## src/rtl/rat_intr_pkg.sv

```systemverilog
// Shared definitions for the RAT interrupt controller: FSM states,
// source count limit and default I/O port addresses.
package rat_intr_pkg;

  localparam int MAX_SRC = 8;

  localparam logic [7:0] MASK_PORT_ID_DEF  = 8'h20;
  localparam logic [7:0] CLR_PORT_ID_DEF   = 8'h21;
  localparam logic [7:0] CAUSE_PORT_ID_DEF = 8'h22;
  localparam logic [7:0] PEND_PORT_ID_DEF  = 8'h23;

  typedef enum logic [1:0] {
    ST_IDLE,
    ST_REQ,
    ST_SVC
  } intr_state_e;

endpackage

```

## src/rtl/intr_controller_if.sv

```systemverilog
// Interrupt lines, control-unit handshake and I/O port bus of the
// interrupt controller; the controller sits on the slave modport.
interface intr_controller_if #(
  parameter int NUM_SRC = 8
);

  logic [NUM_SRC-1:0] IRQ_IN;
  logic               I_SET;
  logic               I_CLR;
  logic               INTR_ACK;
  logic               IO_STRB;
  logic [7:0]         PORT_ID;
  logic [7:0]         OUT_PORT;
  logic               INTR;
  logic               I_FLAG;
  logic [2:0]         INTR_ID;
  logic [7:0]         IN_DATA;

  modport master (
    output IRQ_IN, I_SET, I_CLR, INTR_ACK, IO_STRB, PORT_ID, OUT_PORT,
    input  INTR, I_FLAG, INTR_ID, IN_DATA
  );

  modport slave (
    input  IRQ_IN, I_SET, I_CLR, INTR_ACK, IO_STRB, PORT_ID, OUT_PORT,
    output INTR, I_FLAG, INTR_ID, IN_DATA
  );

endinterface

```

## src/rtl/intr_controller_edge_sync.sv

```systemverilog
// One interrupt line: two-flop synchroniser followed by a delay flop
// whose comparison yields a single-cycle rising-edge pulse.
module intr_edge_sync (
  input  logic clk,
  input  logic rst_n,
  input  logic async_in,
  output logic rise_o
);

  logic sync1_q, sync1_d;
  logic sync2_q, sync2_d;
  logic dly_q, dly_d;

  always_comb begin
    sync1_d = async_in;
    sync2_d = sync1_q;
    dly_d   = sync2_q;
    rise_o  = sync2_q & ~dly_q;
  end

  always_ff @(posedge clk) begin
    if (!rst_n) begin
      sync1_q <= 1'b0;
      sync2_q <= 1'b0;
      dly_q   <= 1'b0;
    end else begin
      sync1_q <= sync1_d;
      sync2_q <= sync2_d;
      dly_q   <= dly_d;
    end
  end

endmodule

```

## src/rtl/intr_controller.sv

```systemverilog
// Interrupt controller feeding the RAT control unit's INTR input: pending
// capture, software mask, global I flag, priority select and cause register.
module intr_controller
  import rat_intr_pkg::*;
#(
  parameter int         NUM_SRC       = 8,
  parameter logic [7:0] MASK_PORT_ID  = MASK_PORT_ID_DEF,
  parameter logic [7:0] CLR_PORT_ID   = CLR_PORT_ID_DEF,
  parameter logic [7:0] CAUSE_PORT_ID = CAUSE_PORT_ID_DEF,
  parameter logic [7:0] PEND_PORT_ID  = PEND_PORT_ID_DEF
) (
  input logic               CLK,
  input logic               RESET_N,
  intr_controller_if.slave  bus
);

  logic [NUM_SRC-1:0] rise;
  logic [NUM_SRC-1:0] pending_q, pending_d;
  logic [NUM_SRC-1:0] mask_q, mask_d;
  logic [NUM_SRC-1:0] active, win_onehot, clr_bits;
  logic               i_flag_q, i_flag_d;
  logic [2:0]         intr_id_q, intr_id_d;
  logic [2:0]         winner;
  logic               mask_wr, clr_wr, ack_take;
  intr_state_e        state_q, state_d;

  for (genvar g = 0; g < NUM_SRC; g++) begin : g_sync
    intr_edge_sync u_sync (
      .clk      (CLK),
      .rst_n    (RESET_N),
      .async_in (bus.IRQ_IN[g]),
      .rise_o   (rise[g])
    );
  end

  // Lowest active index wins; a fresh edge outranks any clear of the same bit.
  always_comb begin
    mask_wr = bus.IO_STRB && (bus.PORT_ID == MASK_PORT_ID);
    clr_wr  = bus.IO_STRB && (bus.PORT_ID == CLR_PORT_ID);
    active  = pending_q & mask_q;

    winner     = '0;
    win_onehot = '0;
    for (int i = NUM_SRC - 1; i >= 0; i--) begin
      if (active[i]) begin
        winner        = 3'(i);
        win_onehot    = '0;
        win_onehot[i] = 1'b1;
      end
    end

    ack_take  = (state_q == ST_REQ) && bus.INTR_ACK && (|active);
    clr_bits  = (clr_wr ? bus.OUT_PORT[NUM_SRC-1:0] : '0) |
                (ack_take ? win_onehot : '0);
    pending_d = (pending_q & ~clr_bits) | rise;
    mask_d    = mask_wr ? bus.OUT_PORT[NUM_SRC-1:0] : mask_q;
    intr_id_d = ack_take ? winner : intr_id_q;

    i_flag_d = i_flag_q;
    if (bus.I_CLR)      i_flag_d = 1'b0;
    else if (bus.I_SET) i_flag_d = 1'b1;

    state_d = state_q;
    case (state_q)
      ST_IDLE: if (i_flag_q && (|active)) state_d = ST_REQ;
      ST_REQ: begin
        if (ack_take)                        state_d = ST_SVC;
        else if (bus.I_CLR || !(|active))    state_d = ST_IDLE;
      end
      ST_SVC:  if (i_flag_q) state_d = ST_IDLE;
      default: state_d = ST_IDLE;
    endcase
  end

  always_ff @(posedge CLK) begin
    if (!RESET_N) begin
      pending_q <= '0;
      mask_q    <= '0;
      i_flag_q  <= 1'b0;
      intr_id_q <= '0;
      state_q   <= ST_IDLE;
    end else begin
      pending_q <= pending_d;
      mask_q    <= mask_d;
      i_flag_q  <= i_flag_d;
      intr_id_q <= intr_id_d;
      state_q   <= state_d;
    end
  end

  // A CLI executing during the request cycle must drop INTR immediately.
  always_comb begin
    bus.INTR    = (state_q == ST_REQ) && !bus.I_CLR;
    bus.I_FLAG  = i_flag_q;
    bus.INTR_ID = intr_id_q;
    bus.IN_DATA = 8'h00;
    if (bus.PORT_ID == CAUSE_PORT_ID) begin
      bus.IN_DATA[2:0] = intr_id_q;
    end else if (bus.PORT_ID == PEND_PORT_ID) begin
      bus.IN_DATA[NUM_SRC-1:0] = pending_q;
    end
  end

endmodule

```

## src/flat_wrapper.sv

```systemverilog
// flat-port wrapper written by rule: the top's interface ports become plain ports
module intr_controller_flat import rat_intr_pkg::*;
#(
  parameter int         NUM_SRC       = 8,
  parameter logic [7:0] MASK_PORT_ID  = MASK_PORT_ID_DEF,
  parameter logic [7:0] CLR_PORT_ID   = CLR_PORT_ID_DEF,
  parameter logic [7:0] CAUSE_PORT_ID = CAUSE_PORT_ID_DEF,
  parameter logic [7:0] PEND_PORT_ID  = PEND_PORT_ID_DEF
)
  (CLK, RESET_N, bus_IRQ_IN, bus_I_SET, bus_I_CLR, bus_INTR_ACK, bus_IO_STRB, bus_PORT_ID, bus_OUT_PORT, bus_INTR, bus_I_FLAG, bus_INTR_ID, bus_IN_DATA);
  intr_controller_if #(.NUM_SRC(NUM_SRC)) bus_i ();
  input logic CLK;
  input logic RESET_N;
  input wire logic [$bits(bus_i.IRQ_IN)-1:0] bus_IRQ_IN;
  input wire logic [$bits(bus_i.I_SET)-1:0] bus_I_SET;
  input wire logic [$bits(bus_i.I_CLR)-1:0] bus_I_CLR;
  input wire logic [$bits(bus_i.INTR_ACK)-1:0] bus_INTR_ACK;
  input wire logic [$bits(bus_i.IO_STRB)-1:0] bus_IO_STRB;
  input wire logic [$bits(bus_i.PORT_ID)-1:0] bus_PORT_ID;
  input wire logic [$bits(bus_i.OUT_PORT)-1:0] bus_OUT_PORT;
  output wire logic [$bits(bus_i.INTR)-1:0] bus_INTR;
  output wire logic [$bits(bus_i.I_FLAG)-1:0] bus_I_FLAG;
  output wire logic [$bits(bus_i.INTR_ID)-1:0] bus_INTR_ID;
  output wire logic [$bits(bus_i.IN_DATA)-1:0] bus_IN_DATA;
  assign bus_i.IRQ_IN = bus_IRQ_IN;
  assign bus_i.I_SET = bus_I_SET;
  assign bus_i.I_CLR = bus_I_CLR;
  assign bus_i.INTR_ACK = bus_INTR_ACK;
  assign bus_i.IO_STRB = bus_IO_STRB;
  assign bus_i.PORT_ID = bus_PORT_ID;
  assign bus_i.OUT_PORT = bus_OUT_PORT;
  assign bus_INTR = bus_i.INTR;
  assign bus_I_FLAG = bus_i.I_FLAG;
  assign bus_INTR_ID = bus_i.INTR_ID;
  assign bus_IN_DATA = bus_i.IN_DATA;
  intr_controller #(.NUM_SRC(NUM_SRC), .MASK_PORT_ID(MASK_PORT_ID), .CLR_PORT_ID(CLR_PORT_ID), .CAUSE_PORT_ID(CAUSE_PORT_ID), .PEND_PORT_ID(PEND_PORT_ID)) u_core (.CLK(CLK), .RESET_N(RESET_N), .bus(bus_i));
endmodule
```

## config.mk

```make
export PLATFORM = sky130hd
export DESIGN_NAME = intr_controller_flat
export DESIGN_NICKNAME = d
export VERILOG_FILES = /design/src/rtl/rat_intr_pkg.sv /design/src/rtl/intr_controller_if.sv /design/src/rtl/intr_controller_edge_sync.sv /design/src/rtl/intr_controller.sv /design/src/flat_wrapper.sv
export SDC_FILE = /design/constraint.sdc
export NUM_CORES = 1
export LEC_CHECK = 0
export CAP_MARGIN = 40
export CORE_MARGIN = 5
export CORE_UTILIZATION = 35
export DETAILED_ROUTE_END_ITERATION = 8
export PLACE_DENSITY = 0.69
export SLEW_MARGIN = 20
export SYNTH_ARGS = -nofsm -noshare
export SYNTH_HDL_FRONTEND = slang
export SYNTH_SLANG_ARGS = --single-unit
export TNS_END_PERCENT = 1
```

## constraint.sdc

```tcl
create_clock -name CLK -period 4.1 [get_ports CLK]
set_clock_uncertainty 0.15 [all_clocks]
set_input_delay 0.82 -clock CLK [delete_from_list [all_inputs] [get_ports CLK]]
set_output_delay 0.82 -clock CLK [all_outputs]
set_load 0.01 [all_outputs]
```

=== Yosys cells after proc, flatten, opt, wreduce, memory -nomap -nowiden ===
Cells that the tools add are included.

* Equality and inequality tests: 9
* Reductions and logical operators: 13
* Add/sub/neg operators: 0
* Muxes and demuxes: 26
* Shift-type cells: 0
* Bitwise logic cells: 22
* $lt $le $gt $ge: 0
* Divide/modulo/power cells: 0
* Multipliers: 0

{| class="wikitable"
|+ Operators with widths
! operator !! count
|-
| 8-bit 2-to-1 mux || 11
|-
| 8-bit by 6-bit equality test with 1-bit output (second input constant) || 4
|-
| 3-bit 2-to-1 mux || 9
|-
| 8-bit bitwise AND || 2
|-
| 8-bit OR || 2
|-
| 1-bit inverter || 9
|-
| 1-bit bitwise AND || 8
|-
| 2-bit 2-to-1 mux || 4
|-
| 8-bit inverter || 1
|-
| 8-bit OR reduction || 1
|-
| 1-bit logical AND || 6
|-
| 2-bit one-hot mux with 3 select lines || 1
|-
| 5-bit 2-to-1 mux || 1
|-
| 2-bit by 1-bit inequality test with 1-bit output (second input constant) || 2
|-
| 3-bit by 2-bit inequality test with 1-bit output (second input constant) || 1
|-
| 3-bit AND reduction || 1
|-
| 2-bit by 1-bit equality test with 1-bit output (second input constant) || 1
|-
| 2-bit equality test (second input constant) || 1
|-
| 1-bit zero test || 2
|-
| 2-bit zero test || 1
|-
| 2-bit OR reduction || 1
|-
| 1-bit logical OR || 1
|}

* Logic and storage cells: 99
* RAM bits: 0
* Output and inout port bits: 13
* Bits of input ports: 30
* ROM bits: 0
* Bits in latches: 0
* Memories: 0
* Register bits after elaboration: 46

=== Depth between registers and ports, before layout ===
Gate-level depths: netlist of the first run.

* Depth in word-level cells: 14
* Depth in mapped cells: 5
* Depth with buffers taken out: 4

=== By module ===
From an unflattened synthesis of the first run, not the netlist that was laid out.

* Cells, all modules: 182
* Area total of the unflattened synthesis: 1911.8 µm²

{| class="wikitable"
|+ Modules (own cells, without submodules)
! module !! area each (µm²) !! cells an instance !! instances
|-
| intr_controller || 1171.1 || 126 || 1
|-
| intr_edge_sync || 92.6 || 7 || 8
|}

=== Least setup slack after synthesis of the first run ===
Ideal clock, no wire load.

* Kind: input port to output port
* From: input bus_PORT_ID[3]
* To: output bus_IN_DATA[5]
* Arrival time: 1.877 ns
* Path slack: 1.253 ns
* Cell stages on the path: 4
* Buffers on the path: 0
* Cell sequence: or4_4 nor2_1 nand2_1 nor3_1

* Longest elaborated chain between the ends: 3
* Elaborated cells between the ends (all ways): 4
* Classes of those cells: 2 x eq/ne; 2 x mux

{| class="wikitable"
|+ Ends and longest elaborated chain
! item !! line !! source
|-
| from (decl) || flat_wrapper.sv:19 || <nowiki>input wire logic [$bits(bus_i.PORT_ID)-1:0] bus_PORT_ID;</nowiki>
|-
| 8-bit by 6-bit equality test with 1-bit output || intr_controller.sv:99 || <nowiki>end else if (bus.PORT_ID == PEND_PORT_ID) begin</nowiki>
|-
| 8-bit 2-to-1 mux || intr_controller.sv:99 ||
|-
| 5-bit 2-to-1 mux (*) || intr_controller.sv:97 || <nowiki>if (bus.PORT_ID == CAUSE_PORT_ID) begin</nowiki>
|-
| to (decl) || flat_wrapper.sv:24 || <nowiki>output wire logic [$bits(bus_i.IN_DATA)-1:0] bus_IN_DATA;</nowiki>
|}

Every way passes the cells marked *; elsewhere a longest branch is shown, timed or not.

=== Worst setup path after layout of the first run ===
* From: input bus_PORT_ID[3]
* To: output bus_IN_DATA[4]

Same word-level chain as after synthesis.

==> results of run 1 <==
## metrics by stage
step	total power (uW)	utilization
6_report	936.8	0.4900
5_1_grt	975.9	0.4900
4_1_cts	950.7	0.4900
3_5_place_dp	541.8	0.4620
3_3_place_gp	539.1	0.4591
2_1_floorplan	503.0	-
## kinds of logic (layout without fill, tap and decap cells)
group	count (synthesis)	after routing
buf+inv	13	60
mux	12	12
simple gates	85	85
compound gates	34	34
flops	46	46
## routing by layer
layer  global-route usage  part of all wire
met1               0.1562              0.48
met2               0.1947              0.43
met3              0.04338             0.073
met4              0.05392             0.017
met5                    0                 0
## cells in the final DEF (no fill, tap or decap), drive strengths merged
cell type	count
nand4	1
a22oi	4
and3b	1
clkbuf	6
a31oi	2
nor4	2
and3	4
nand2b	2
nor4b	1
and2	26
o311ai	1
inv	7
clkdlybuf4s50	42
or4	1
nor2b	12
bufinv	2
o211ai	1
buf	3
a22o	5
mux2i	12
a32o	2
a21o	1
o21a	1
nand3b	1
nor2	9
nand3	5
a21boi	2
dfxtp	46
nor3b	3
a41o	2
o22ai	1
a21oi	9
nand2	15
and4	1
a41oi	1
o31ai	1
nor3	1
o221a	1
## cell usage after synthesis
library cell,number
nor3b_1,3
a31oi_1,2
a22o_1,5
nand2_1,15
a32o_1,2
nor2b_1,12
dfxtp_1,46
o31ai_1,1
o22ai_1,1
nor2_1,9
and4_1,1
or4_4,1
inv_1,7
and3_1,4
nand2b_1,2
o211ai_1,1
a41o_1,2
o21a_1,1
a22oi_1,4
o221a_2,1
nand3b_1,1
mux2i_1,12
a21oi_1,9
nor4b_1,1
o311ai_0,1
a41oi_1,1
a21boi_0,2
and3b_1,1
nand4_1,1
nor4_4,1
a21o_1,1
nand3_1,5
nor4_2,1
clkbuf_1,6
and2_1,26
nor3_1,1
## where the power goes
group / switching [uW] / internal [uW] / leakage, uW / total (uW)
registers: 7.71 / 461 / 0.000376 / 469
clock network: 146 / 260 / 0.0000714 / 406
logic: 21.4 / 40.7 / 0.000461 / 62.1
total: 175 / 761 / 0.000909 / 937
## cell type report
class,count,share of cell area
timing repair buffer,45,0.1800
clock inverter,2,0.02400
inverter,7,0.01050
tap,70,0.03500
multi-input combinational,131,0.3495
clock buffer,6,0.03300
sequential,46,0.3680
## flip-flops by register name, summed over array words and instances (netlist names)
signal and count:
u_core.g_sync.u_sync.dly_q 8, u_core.g_sync.u_sync.sync1_q 8, u_core.bus.I_FLAG 1, u_core.bus.INTR_ID 3, u_core.g_sync.u_sync.dly_d 8, u_core.mask_q 8
u_core.pending_q 8, u_core.state_q 2
## final timing paths
path                                       from                   to  slack [ps]  cells past startpoint
setup / recovery                 bus_PORT_ID[3]       bus_IN_DATA[4]         270                      6
hold / removal    u_core.g_sync[7].u_sync.dly_q  u_core.pending_q[7]         280                      1
setup reg to reg            u_core.pending_q[3]  u_core.pending_q[7]        2290                      4
hold reg to reg   u_core.g_sync[7].u_sync.dly_q  u_core.pending_q[7]         280                      1
==> impl_metrics.toml, run 1 <==
[synth]
yosysTopAreaCellShare = 0.4993
synth_compound_area_frac = 0.1364
syn_avg_cell_area_um2 = 9.707
synthAdderAreaFrac = 0
ys_seq_area_frac = 0.4993
synth_nets = 220
syn-cell-area_mm2 = 0.001844
yosys_warnings = 0
yosys.area.top_type = "dfxtp_1"
synth-simple-area-share = 0.2727
ys_types = 36
synth_top_family_by_area = "simple AND/OR/NAND/NOR gates"
synth_xor_area_frac = 0
synthTopCellsByArea = "dfxtp_1 50%, and2_1 8.8%, mux2i_1 6.5%, nor2b_1 4.1%, nand2_1 3.1%"
ys_ff_latch = 46
syn-instance-count = 190
synthMuxAreaShare = 0.06513

[layout]
drive_gt1_frac = 0.06329
insertedDiodeCount = 0
fin_cells = 307
fin_area_mm2 = 0.002502
area_growth_pct = 35.69
regArea_um2 = 920.9
multi_input_area_um2 = 874.6
n_fill_cell = 503
fin_nets = 266

[min_path]
hold_class = "register to register"

[grt]
first_global_vias = 1398
grt_max_degree = 26
grt_use_total = 0.1251
antenna_found_initial = 0
grt_pass1_wl_um = 6375
grt-ovfl-total = 0

[sta]
finalCritPeriodShare = 0.9344
drv_slew = 0
setup-tns-final_ps = 0
final_hold_viol_count = 0
fmax_ghz = 0.2610
hold_ws_ps = 283.4
setup_viol_count_final = 0
slew_headroom = 0.4773
setup_ws_ps = 268.8
rsz0062_at_grt = "false"
min_period_ps = 3831
tightest_slew_ps = 778.2

[die]
fp.dieW_um = 82.59
core-area_mm2 = 0.005107
initial_core_util = 0.3611
row_count = 26
die_h_um = 82.59
dieArea_mm2 = 0.006821
io_pins = 43

[clock_tree]
cts-htree-levels = 2
cts_tree = "yes"
cts_buffers = 5
clkSinkCount = 46
cts_root_buf = "clkbuf_8"
ctsResizeCount = 0
post_cts_buffers = 0
ctsHoldBuffers = 0
cts_buffer_depth = 2
clkLatencyLatePin_ps = 300
clk_pin_slew_worst_paths_ps = 80

[critical_path]
critPathMaxFanout = 4
slowest_delay_ps = 580
cp.required_ps = 3130
startpoint_type = "primary input"
crit_chain = "clkdlybuf4s50_1 > or4_4 > nor2_1 > and2_1 > and3_1 > clkdlybuf4s50_1"
cp_slowest_cell = "or4_4"
end_kind = "output port"
cp.arrival_ps = 2860
crit_buf_inv = 2
cpMostUsedCell = "clkdlybuf4s50_1"
crit_type = "primary input to output port"
path_delay_family = "simple AND/OR/NAND/NOR gates"

[drt]
routed_wl_um = 3881
drtIter0Drc = 89
antenna_left = 0
wl_per_cell_um = 12.64
drtPass1Iterations = 4
post-route-drc-count = 0
vias = 1461
vias_per_cell = 4.759

[status]
outcome = "complete, no violations"

[place]
postPlaceCellArea_mm2 = 0.002360
dp.cells = 299
hpwl_um = 2936
dp_worst_setup_slack_ps = 252.4
gp_congestion = 0.7157
port_buffers = 42

[pwr]
p_per_area_mw_per_mm2 = 374.3
p_leak_uw = 0.0009087
irDropWorstVdd_uv = 208.9

[job]
max_cap_violations = 0
Note: power is estimated with default switching activity, not from simulation.
==> run 2, diff against run 1 <==
--- a/config.mk
+++ b/config.mk
@@ -5,11 +5,12 @@
 export SDC_FILE = /design/constraint.sdc
 export NUM_CORES = 1
 export LEC_CHECK = 0
+export ABC_AREA = 1
 export CAP_MARGIN = 40
 export CORE_MARGIN = 5
 export CORE_UTILIZATION = 35
 export DETAILED_ROUTE_END_ITERATION = 8
-export PLACE_DENSITY = 0.69
+export PLACE_DENSITY = 0.68
 export SLEW_MARGIN = 20
 export SYNTH_ARGS = -nofsm -noshare
 export SYNTH_HDL_FRONTEND = slang
==> run 2 against run 1 <==
Effect of this change: clock power shrank 19%; cell area grew 7.4%; worst setup slack gained 250 ps; hold slack lost 25 ps; combinational power grew 16%; sequential share of layout area shrank 2.5 points; non-clock buffer count grew 1; critical path depth grew 1; critical endpoint is now bus_IN_DATA[6].
==> impl_metrics.toml, run 2 <==
[sta]
finalCritPeriodShare = 0.8724
final_hold_viol_count = 0
setup-tns-final_ps = 0
setup_viol_count_final = 0
fmax_ghz = 0.2796
drv_slew = 0
slew_headroom = 0.7095
setup_ws_ps = 523.1
rsz0062_at_grt = "false"
min_period_ps = 3577
tightest_slew_ps = 434.4

[critical_path]
critPathMaxFanout = 9
crit_type = "primary input to output port"
startpoint_type = "primary input"
end_kind = "output port"
cp.arrival_ps = 2610
cp.required_ps = 3130

[layout]
area_growth_pct = 29.71
regArea_um2 = 920.9
drive_gt1_frac = 0.1306
fin_cells = 412
final_util = 0.4594
final_cell_mix = "61 x inv_1, 61 x nand2_1, 46 x dfxtp_1"
n_fill_cell = 587
insertedDiodeCount = 0
multi_input_area_um2 = 844.6
fin_nets = 366

[synth]
synth_edf_count = 0
yosys.area.top_type = "dfxtp_1"
ys_types = 27
ys_async_sr_fraction = 0
synth_ff_type = "dfxtp_1"
ys_ff_latch = 46
yosysTopAreaCellShare = 0.4444
ys_seq_area_frac = 0.4444
synthTopCellsByArea = "dfxtp_1 44%, inv_1 11%, nand2_1 11%, nor2_1 6.2%, nand4_1 3.3%"
yosys_warnings = 0
syn-cell-area_mm2 = 0.002072
syn-instance-count = 289
syn_avg_cell_area_um2 = 7.170
synthTopCellsByCount = "61 x inv_1, 61 x nand2_1, 46 x dfxtp_1"
synth_nets = 319

[clock_tree]
cts-htree-levels = 2
cts_root_buf = "clkbuf_8"
ctsHoldBuffers = 0
post_cts_buffers = 0
cts_tree = "yes"
cts_buffer_depth = 2
clk_pin_slew_worst_paths_ps = 80
clkSinkCount = 46
cts_buffers = 5
ctsResizeCount = 0
clkLatencyLatePin_ps = 290

[drt]
vias = 1710
post-route-drc-count = 0
vias_per_cell = 4.150
antenna_left = 0
wl_per_cell_um = 10.22
routed_wl_um = 4212
drtIter0Drc = 96
drtPass1Iterations = 4

[die]
fp.dieW_um = 86.94
initial_core_util = 0.3541
row_count = 28
die_h_um = 86.94
dieArea_mm2 = 0.007559
io_pins = 43
core-area_mm2 = 0.005851

[place]
hpwl_um = 3280
gp_congestion = 0.8896
dp_worst_setup_slack_ps = 505.8
dp.cells = 403
port_buffers = 42

[grt]
antenna_found_initial = 0
grt_pass1_wl_um = 6941
met1_usage = 0.1465
grt-ovfl-total = 0
first_global_vias = 1524
gr-usage-met3 = 0.02838
grt_use_total = 0.1169
busiest_layer = "met2"
met2_usage = 0.1932
grt_max_degree = 25

[min_path]
hold_class = "register to register"

[status]
outcome = "complete, no violations"

[pwr]
p_per_area_mw_per_mm2 = 323.5
irDropWorstVdd_uv = 269.9
p_leak_uw = 0.001288

[job]
max_cap_violations = 0
## run 2: routing by layer
metal | up-vias | wire [um] | share of wire
met2 | 45 | 1880 | 0.45
met5 | - | 0 | 0
met3 | 7 | 265 | 0.063
met4 | 0 | 72 | 0.017
met1 | 698 | 1994 | 0.47
li1 | 960 | - | -
## run 2: critical path: stages
cell and delay, ps:
clkdlybuf4s50_1 420, nor2_2 120, nand3_2 110, clkinv_4 110, nand4_2 250, nor2_1 210
clkdlybuf4s50_1 570
## run 2: area by class of cell
cell class,count,area share
inverters,69,0.09823
clock inverters,2,0.01397
multi-input cells,168,0.3142
well taps,75,0.03492
flip-flops and latches,46,0.3426
clock buffers,6,0.02700
repair buffers,46,0.1690
## run 2: worst paths after layout
check	startpoint	depth (start not counted)	endpoint	slack, ps
hold reg to reg	u_core.g_sync[3].u_sync.dly_q	1	u_core.pending_q[3]	260
setup reg to reg	u_core.pending_q[2]	9	u_core.pending_q[2]	2670
setup / recovery	bus_PORT_ID[7]	7	bus_IN_DATA[6]	520
hold / removal	u_core.g_sync[3].u_sync.dly_q	1	u_core.pending_q[3]	260
## run 2: kinds of logic after synthesis
family,count (synthesis),synth area share
AOI/OAI and AO/OA,21,0.05676
and+or+nand+nor,147,0.3508
buffers and inverters,75,0.1479
DFF,46,0.4444
## run 2: report_power, final
part           internal (uW)  switching (uW)  total (uW)
logic                   39.5            32.4        71.9
registers                461            6.58         468
clock network            182             148         330
total                    682             187         869
## run 2: through the flow
step           total power (uW)  instance area (um2)  hold WS, ps
4_1_cts                   877.4                 2676        257.7
3_3_place_gp              548.1                 2566        242.1
3_5_place_dp              549.8                 2566        245.4
6_report                  869.4                 2688        258.1
5_1_grt                   906.5                 2688        277.8
2_1_floorplan             509.7                 2072        239.5
